$ cat src/rtl/vx_hw_itr_ctrl.sv
// vx_hw_itr_ctrl: per-core hardware interrupt controller.
// Holds per-warp IE/IP/CAUSE/in-service state behind a small CSR window,
// latches external IRQ edges and offers one interrupt at a time to the
// warp scheduler over a valid/ready port.
// Optional feature macro: HW_ITR_TIMER_EN (adds timer source NUM_SRC and
// the shared TIMECMP register at offset 0x5).
module vx_hw_itr_ctrl #(
  parameter int unsigned  WARP_CNT  = 4,
  parameter int unsigned  NUM_LANES = 4,
  parameter int unsigned  NUM_SRC   = 8,
  parameter logic [11:0]  CSR_BEGIN = 12'h7C0,
  parameter logic [11:0]  CSR_END   = 12'h7C8,
  localparam int unsigned WB        = (WARP_CNT > 1) ? $clog2(WARP_CNT) : 1,
  localparam int unsigned SB        = $clog2(NUM_SRC + 1)
) (
  input  logic                     clk,
  input  logic                     reset_n,
  // CSR read side (data is combinational)
  input  logic                     csr_read_enable_i,
  input  logic [WB-1:0]            csr_read_wid_i,
  input  logic [NUM_LANES-1:0]     csr_read_tmask_i,
  input  logic [11:0]              csr_read_addr_i,
  output logic [NUM_LANES*32-1:0]  csr_read_data_c,
  // CSR write side
  input  logic                     csr_write_enable_i,
  input  logic [WB-1:0]            csr_write_wid_i,
  input  logic [NUM_LANES-1:0]     csr_write_tmask_i,
  input  logic [11:0]              csr_write_addr_i,
  input  logic [NUM_LANES*32-1:0]  csr_write_data_i,
  // External requests and scheduler port
  input  logic [NUM_SRC-1:0]       irq_in,
  output logic                     itr_valid,
  output logic [WB-1:0]            itr_wid,
  output logic [SB-1:0]            itr_cause,
  input  logic                     itr_ready
);

`ifdef HW_ITR_TIMER_EN
  localparam int unsigned IW = NUM_SRC + 1;
`else
  localparam int unsigned IW = NUM_SRC;
`endif

  localparam logic [11:0] OFF_IE      = 12'h0;
  localparam logic [11:0] OFF_IP      = 12'h1;
  localparam logic [11:0] OFF_CAUSE   = 12'h2;
  localparam logic [11:0] OFF_EOI     = 12'h3;
  localparam logic [11:0] OFF_GCTRL   = 12'h4;
`ifdef HW_ITR_TIMER_EN
  localparam logic [11:0] OFF_TIMECMP = 12'h5;
`endif

  typedef enum logic {S_IDLE, S_REQ} state_e;

  state_e              state_q, state_d;
  logic [IW-1:0]       ie_q    [WARP_CNT];
  logic [IW-1:0]       ie_d    [WARP_CNT];
  logic [IW-1:0]       ip_q    [WARP_CNT];
  logic [IW-1:0]       ip_d    [WARP_CNT];
  logic [SB-1:0]       cause_q [WARP_CNT];
  logic [SB-1:0]       cause_d [WARP_CNT];
  logic [WARP_CNT-1:0] insvc_q, insvc_d;
  logic                gctrl_q, gctrl_d;
  logic [WB-1:0]       rr_q, rr_d;
  logic [NUM_SRC-1:0]  irq_q;
  logic                valid_q, valid_d;
  logic [WB-1:0]       wid_q, wid_d;
  logic [SB-1:0]       scause_q, scause_d;
`ifdef HW_ITR_TIMER_EN
  logic [31:0]         cnt_q, cnt_d;
  logic [31:0]         timecmp_q, timecmp_d;
  logic                tmr_fire;
`endif

  logic [IW-1:0]       src_edge;
  logic                hs;
  logic                wr_hit;
  logic [11:0]         wr_off;
  logic [31:0]         wr_word;
  logic [WARP_CNT-1:0] wr_sel;
  logic [WARP_CNT-1:0] elig;
  logic [11:0]         rd_off;
  logic [31:0]         rd_word;
  logic                unused_ok;

  assign itr_valid = valid_q;
  assign itr_wid   = wid_q;
  assign itr_cause = scause_q;
  assign hs        = (state_q == S_REQ) && itr_ready;

  // Source edges; the timer contributes a one-cycle pulse on compare match
`ifdef HW_ITR_TIMER_EN
  assign tmr_fire = (cnt_q == timecmp_q) && (timecmp_q != 32'd0);
  assign src_edge = {tmr_fire, irq_in & ~irq_q};
`else
  assign src_edge = irq_in & ~irq_q;
`endif

  // Write decode: data from the lowest active lane, per-warp select
  always_comb begin
    logic found;
    wr_word = '0;
    found   = 1'b0;
    for (int unsigned l = 0; l < NUM_LANES; l++) begin
      if (csr_write_tmask_i[l] && !found) begin
        wr_word = csr_write_data_i[l*32 +: 32];
        found   = 1'b1;
      end
    end
    wr_off = csr_write_addr_i - CSR_BEGIN;
    wr_hit = csr_write_enable_i && (|csr_write_tmask_i)
          && (csr_write_addr_i >= CSR_BEGIN) && (csr_write_addr_i < CSR_END)
          && (32'(csr_write_wid_i) < WARP_CNT);
    for (int unsigned w = 0; w < WARP_CNT; w++) begin
      wr_sel[w] = wr_hit && (csr_write_wid_i == WB'(w));
    end
  end

  // Eligibility per warp
  always_comb begin
    for (int unsigned w = 0; w < WARP_CNT; w++) begin
      elig[w] = gctrl_q && !insvc_q[w] && (|(ip_q[w] & ie_q[w]));
    end
  end

  // CSR state next values; within IP, edge set beats W1C and handshake clear
  always_comb begin
    gctrl_d = gctrl_q;
    insvc_d = insvc_q;
    for (int unsigned w = 0; w < WARP_CNT; w++) begin
      ie_d[w]    = ie_q[w];
      ip_d[w]    = ip_q[w];
      cause_d[w] = cause_q[w];
    end
`ifdef HW_ITR_TIMER_EN
    timecmp_d = timecmp_q;
    cnt_d     = cnt_q + 32'd1;
`endif
    if (wr_hit && (wr_off == OFF_GCTRL)) gctrl_d = wr_word[0];
`ifdef HW_ITR_TIMER_EN
    // The write cycle itself counts as zero, so the counter resumes at one
    if (wr_hit && (wr_off == OFF_TIMECMP)) begin
      timecmp_d = wr_word;
      cnt_d     = 32'd1;
    end
`endif
    for (int unsigned w = 0; w < WARP_CNT; w++) begin
      if (wr_sel[w] && (wr_off == OFF_IE))  ie_d[w] = wr_word[IW-1:0];
      if (wr_sel[w] && (wr_off == OFF_IP))  ip_d[w] = ip_q[w] & ~wr_word[IW-1:0];
      if (wr_sel[w] && (wr_off == OFF_EOI)) insvc_d[w] = 1'b0;
      if (hs && (wid_q == WB'(w))) begin
        ip_d[w]    = ip_d[w] & ~(IW'(1) << scause_q);
        cause_d[w] = scause_q;
        insvc_d[w] = 1'b1;
      end
      ip_d[w] = ip_d[w] | (src_edge & ie_q[w]);
    end
  end

  // Delivery FSM: round-robin warp pick, lowest pending source, hold until ready
  always_comb begin
    logic          pick_found;
    logic [WB-1:0] pick_w;
    logic [WB-1:0] cand;
    logic [SB-1:0] pick_s;
    logic [IW-1:0] pick_mask;
    state_d    = state_q;
    valid_d    = valid_q;
    wid_d      = wid_q;
    scause_d   = scause_q;
    rr_d       = rr_q;
    pick_found = 1'b0;
    pick_w     = '0;
    cand       = '0;
    pick_s     = '0;
    for (int unsigned i = 1; i <= WARP_CNT; i++) begin
      cand = WB'((32'(rr_q) + i) % WARP_CNT);
      if (!pick_found && elig[cand]) begin
        pick_found = 1'b1;
        pick_w     = cand;
      end
    end
    pick_mask = ip_q[pick_w] & ie_q[pick_w];
    for (int s = int'(IW) - 1; s >= 0; s--) begin
      if (pick_mask[s]) pick_s = SB'(s);
    end
    case (state_q)
      S_IDLE: begin
        if (pick_found) begin
          state_d  = S_REQ;
          valid_d  = 1'b1;
          wid_d    = pick_w;
          scause_d = pick_s;
        end
      end
      S_REQ: begin
        if (itr_ready) begin
          state_d = S_IDLE;
          valid_d = 1'b0;
          rr_d    = wid_q;
        end
      end
      default: state_d = S_IDLE;
    endcase
  end

  // State registers
  always_ff @(posedge clk or negedge reset_n) begin
    if (!reset_n) begin
      state_q  <= S_IDLE;
      gctrl_q  <= 1'b0;
      insvc_q  <= '0;
      rr_q     <= '0;
      irq_q    <= '0;
      valid_q  <= 1'b0;
      wid_q    <= '0;
      scause_q <= '0;
      for (int unsigned w = 0; w < WARP_CNT; w++) begin
        ie_q[w]    <= '0;
        ip_q[w]    <= '0;
        cause_q[w] <= '0;
      end
`ifdef HW_ITR_TIMER_EN
      cnt_q     <= '0;
      timecmp_q <= '0;
`endif
    end else begin
      state_q  <= state_d;
      gctrl_q  <= gctrl_d;
      insvc_q  <= insvc_d;
      rr_q     <= rr_d;
      irq_q    <= irq_in;
      valid_q  <= valid_d;
      wid_q    <= wid_d;
      scause_q <= scause_d;
      for (int unsigned w = 0; w < WARP_CNT; w++) begin
        ie_q[w]    <= ie_d[w];
        ip_q[w]    <= ip_d[w];
        cause_q[w] <= cause_d[w];
      end
`ifdef HW_ITR_TIMER_EN
      cnt_q     <= cnt_d;
      timecmp_q <= timecmp_d;
`endif
    end
  end

  // Combinational read mux, broadcast to every lane
  always_comb begin
    rd_word = '0;
    rd_off  = csr_read_addr_i - CSR_BEGIN;
    if ((csr_read_addr_i >= CSR_BEGIN) && (csr_read_addr_i < CSR_END)
        && (32'(csr_read_wid_i) < WARP_CNT)) begin
      case (rd_off)
        OFF_IE:      rd_word = 32'(ie_q[csr_read_wid_i]);
        OFF_IP:      rd_word = 32'(ip_q[csr_read_wid_i]);
        OFF_CAUSE:   rd_word = 32'(cause_q[csr_read_wid_i]);
        OFF_GCTRL:   rd_word = {31'd0, gctrl_q};
`ifdef HW_ITR_TIMER_EN
        OFF_TIMECMP: rd_word = timecmp_q;
`endif
        default:     rd_word = '0;
      endcase
    end
  end

  assign csr_read_data_c = {NUM_LANES{rd_word}};

  // Read qualifiers are not needed for a side-effect-free read mux
  assign unused_ok = ^{csr_read_enable_i, csr_read_tmask_i, wr_word};

endmodule

$ cat config.mk
export PLATFORM = sky130hd
export DESIGN_NAME = vx_hw_itr_ctrl
export DESIGN_NICKNAME = d
export VERILOG_FILES = /design/src/rtl/vx_hw_itr_ctrl.sv
export SDC_FILE = /design/constraint.sdc
export NUM_CORES = 1
export LEC_CHECK = 0
export CAP_MARGIN = 15
export CORE_MARGIN = 2
export CORE_UTILIZATION = 46
export CTS_BUF_LIST = sky130_fd_sc_hd__clkbuf_4 sky130_fd_sc_hd__clkbuf_8
export DETAILED_ROUTE_END_ITERATION = 7
export GPL_ROUTABILITY_DRIVEN = 1
export GPL_TIMING_DRIVEN = 1
export HOLD_SLACK_MARGIN = 0.05
export PLACE_DENSITY_LB_ADDON = 0.12
export SLEW_MARGIN = 20
export SYNTH_ARGS = -nofsm -noshare
export SYNTH_HDL_FRONTEND = slang
export SYNTH_SLANG_ARGS = --single-unit
$ cat constraint.sdc
create_clock -name clk -period 5.5 [get_ports clk]
set_input_delay 1.1 -clock clk [delete_from_list [all_inputs] [get_ports clk]]
set_output_delay 1.1 -clock clk [all_outputs]
set_load 0.01 [all_outputs]
==> results by stage <==
Route:
- The routed layout has 5,451 vias.
- The average vias per placed instance is 5.73.
- The post-detailed-route wirelength per cell is 19.5 um.
- The count of nets left with antenna violations once routing finished came out at 0.
- The routed design has 18,600 um of wire.
- The remaining design rule violation count is 0.
- For this run, the detailed router's first-pass iteration total came to 6.
- The detailed router finished its first iteration with 583 violations.

Synthesis:
- Dividing the synthesized area by the synthesized cell count gives 9.35 um^2.
- The proportion of register bits with asynchronous set or reset after synthesis is 100%.
- The most frequently used flop master after synthesis is dfrtp_1.
- The synthesized design contains 0 enable-type register cells.
- The Yosys step of the flow raised 0 warnings.
- The count of mapped cells out of synthesis is 682.
- The share of the Yosys chip area taken by registers is 38.5%.
- Synthesis inferred 98 register bits.
- The cell area after technology mapping is 6380 um^2.
- In this run, distinct cell masters in the synthesized netlist total 60.
- Summed over its instances, the top area cell type makes up 38.5% of the synthesized netlist area.
- Sorting the synthesized cells by area gives the leading types as dfrtp_1 38%, buf_4 14%, nand2_1 7.9%.
- The top cell type by total area after synthesis is dfrtp_1.

Cells and area:
- The fraction of final layout cells with drive strength greater than 1 is 9.20%.
- The number of fill cells is 1,291.
- The net count of the finished layout is 944.
- The layout overhead on the synthesized area is 15.2%.
- The final instance area is 7350 um^2.
- The antenna diode count is 0.
- The utilization of the core after routing is 53.6%.

Worst setup path:
- The worst flop-to-flop path startpoint is gctrl_q.
- The worst setup path is launched from an input port.
- The critical path start-end classification is input port to primary output.
- The critical-path maximum fanout is 6.
- The endpoint identified for the worst register-to-register timing path is itr_cause[1].
- The slack of the worst reg-to-reg path is 2.45 ns.
- The element type at the critical path end is a primary output.
- The data required time at the worst endpoint is 4.40 ns.
- Counting cells, the worst reg-to-reg path comes to 9.
- The data arrival time of the worst path is 3.91 ns.
- The most critical setup path has its startpoint at csr_read_addr_i[3].

Global route:
- The global routing's busiest layer is met2.
- The maximum number of pins on one net before global-route repair is 51.
- The met1 track utilization from global routing is 35.6%.
- The global-route wire length before repair is 28,100 um.
- The overall track demand over capacity in global routing is 25.5%.
- Global routing used 38.3% of the available met2 tracks.
- After global routing the overflow that remains totals 0.
- The number of antenna violations at the first check in global routing was 0.
- The number of global-route vias before repair is 4,964.
- The met3 track utilization from global routing is 5.71%.

Placed design:
- Before CTS, the worst setup slack after placement is 0.505 ns.
- The congestion estimate from routability-driven global placement came to 0.945.
- The count of buffers added on input and output ports is 113.
- Once placement finished, the instance area stood at 7150 um^2.
- The total half-perimeter wirelength after legalization and detailed placement is 13,700 um.

Clock network:
- The clock transition at the register clock pins on the worst setup and hold paths after CTS is 0.10 ns.
- In this run the number of H-tree levels came out at 3.
- The clock tree from TritonCTS is built.
- The clock passes through at most 2 buffers.
- At the later pin of the worst-skew pair, clock insertion delay measures 0.39 ns.
- The number of buffers added for setup after CTS is 0.
- Clock tree synthesis selected as its root buffer the cell clkbuf_8.
- TritonCTS created 9 clock buffers.
- The post-cts sizing count is 0.
- The sink count of the clock tree is 98.
- After clock tree synthesis, the flow added hold-fix buffers numbering 0.

Power and ir drop:
- Summed over all cells, the static leakage comes to 3.27 nW.
- For this design the ratio of total power to cell area is 182 nW/um^2.
- The worst vdd rail ir drop is 0.000101 V.

STA:
- The clock period minus worst slack is 5.01 ns.
- The number of max-slew violations in the final report was 0.
- Setup violations remaining at the end of the flow were counted as 0.
- For the final database, setup skew stands at 0.0134 ns.
- Setup repair after global routing left no endpoint under its margin.
- In the post-route analysis, the smallest setup slack over all paths is 0.494 ns.
- The setup TNS is 0 ns.
- The number of endpoints with negative hold slack in the final report is 0.
- For the pin with the worst max-slew slack, the measured transition is 0.960 ns.
- The worst-case hold slack is 0.514 ns.
- The worst slew slack as a fraction of its limit is 35.8%.
- The worst path uses 91.0% of the clock period.
- Based on the critical path, the design can be clocked at up to 0.200 GHz.

Run status:
- The flow ran to the end, and the final reports show no timing, DRC or antenna violations.

Die:
- In this run the horizontal extent of the chip is 122 um.
- The die covers 14,800 um^2.
- Row generation in the floorplan step produced 43 rows.
- The total area inside the core boundary comes to 13,700 um^2.
- Once the floorplan was initialized, standard cells occupied 46.5% of the core.
- 312 I/O pins were placed.
- From bottom edge to top edge, the die measures 122 um.

Run:
- The max-capacitance violation count is 0.

Worst hold path:
- Along the worst hold path, the cell count comes to 1.
- The classification of the worst-slack hold path is register to register.
- For hold timing, the worst endpoint is cause_q[6].
- In this run the most critical hold path is launched from cause_q[6].
[power breakdown]
part | total [W] | switching, W | internal [W]
logic | 0.000153 | 0.0000891 | 0.0000642
registers | 0.000724 | 0.000000794 | 0.000723
clock network | 0.000459 | 0.000277 | 0.000182
total | 0.00134 | 0.000367 | 0.000969
[worst max-delay path by stage]
stage	endpoint	slack [ns]
after floorplan	csr_read_data_c[32]	1.31
after global placement	csr_read_data_c[96]	0.51
after detailed placement	csr_read_data_c[0]	0.50
after CTS	csr_read_data_c[0]	0.49
after global routing	csr_read_data_c[64]	0.28
final	csr_read_data_c[0]	0.49
[final cells by class]
| cell class | count | area (um^2) | share of cell area [%] |
|---|---|---|---|
| Clock buffer | 10 | 138 | 1.87 |
| Clock inverter | 6 | 46.3 | 0.630 |
| Inverter | 2 | 7.51 | 0.102 |
| Multi-Input combinational cell | 528 | 3250 | 44.2 |
| Sequential cell | 98 | 2450 | 33.4 |
| Tap cell | 180 | 225 | 3.06 |
| Timing Repair Buffer | 128 | 1230 | 16.7 |
[routing by layer]
layer / share of wire (%) / routed length [um]
met2: 45 / 8390
met1: 42 / 7820
met5: 0 / 0
met3: 9.6 / 1780
met4: 3.0 / 563
[per-stage QoR]
| step | instances | total power, W |
|---|---|---|
| 2_1_floorplan | 778 | 0.000855 |
| 3_3_place_gp | 931 | 0.000885 |
| 5_1_grt | 952 | 0.00139 |
| 4_1_cts | 948 | 0.00134 |
| 6_report | 952 | 0.00134 |
| 3_5_place_dp | 932 | 0.000888 |
[Yosys cell counts, drive strengths merged, types with 8 or more instances]
library cell and n:
dfrtp 98, mux2 16, mux4 17, a22oi 14, nor2 26, o21ai 57
a221oi 8, buf 128, o221ai 25, mux2i 13, nor2b 11, nand4 11
nor4 10, clkbuf 22, nand2 135
[cells in the final DEF, fill, tap and decap left out, types with 11 or more instances in the layout]
master           instances
nand2_1                135
clkdlybuf4s50_1        112
dfrtp_1                 98
conb_1                  97
o21ai_0                 53
nor2_1                  26
o221ai_1                25
mux4_2                  16
mux2_2                  16
a22oi_1                 14
mux2i_1                 13
nand4_1                 11
nor2b_1                 11
buf_4                   11
[kinds of logic after synthesis]
| logic type | count (synthesis) | share of synthesized area (%) |
|---|---|---|
| AND/OR/NAND/NOR | 228 | 16.6 |
| AO/OA/AOI/OAI | 157 | 17.8 |
| buffers and inverters | 152 | 16.2 |
| flip-flops | 98 | 38.5 |
| multiplexers | 46 | 10.9 |
| other | 1 | 0.0588 |
[flip-flops by register name, summed over array words and instances, names as in the netlist, 2 cells and up]
name and cells:
ie_q 32, ip_q 32, cause_q 12, irq_q 8, insvc_q 4, itr_cause 3, itr_wid 2, rr_q 2
[critical path, cell delays in order]
cell and delay, ns:
clkdlybuf4s50_1 0.40, nor3_1 0.16, nor4bb_1 0.35, nor2b_1 0.25, and3b_1 0.33, a222oi_1 0.16, mux4_2 0.48, nand2_1 0.12
clkdlybuf4s50_1 0.55
Note: power is estimated with default switching activity, not from simulation.
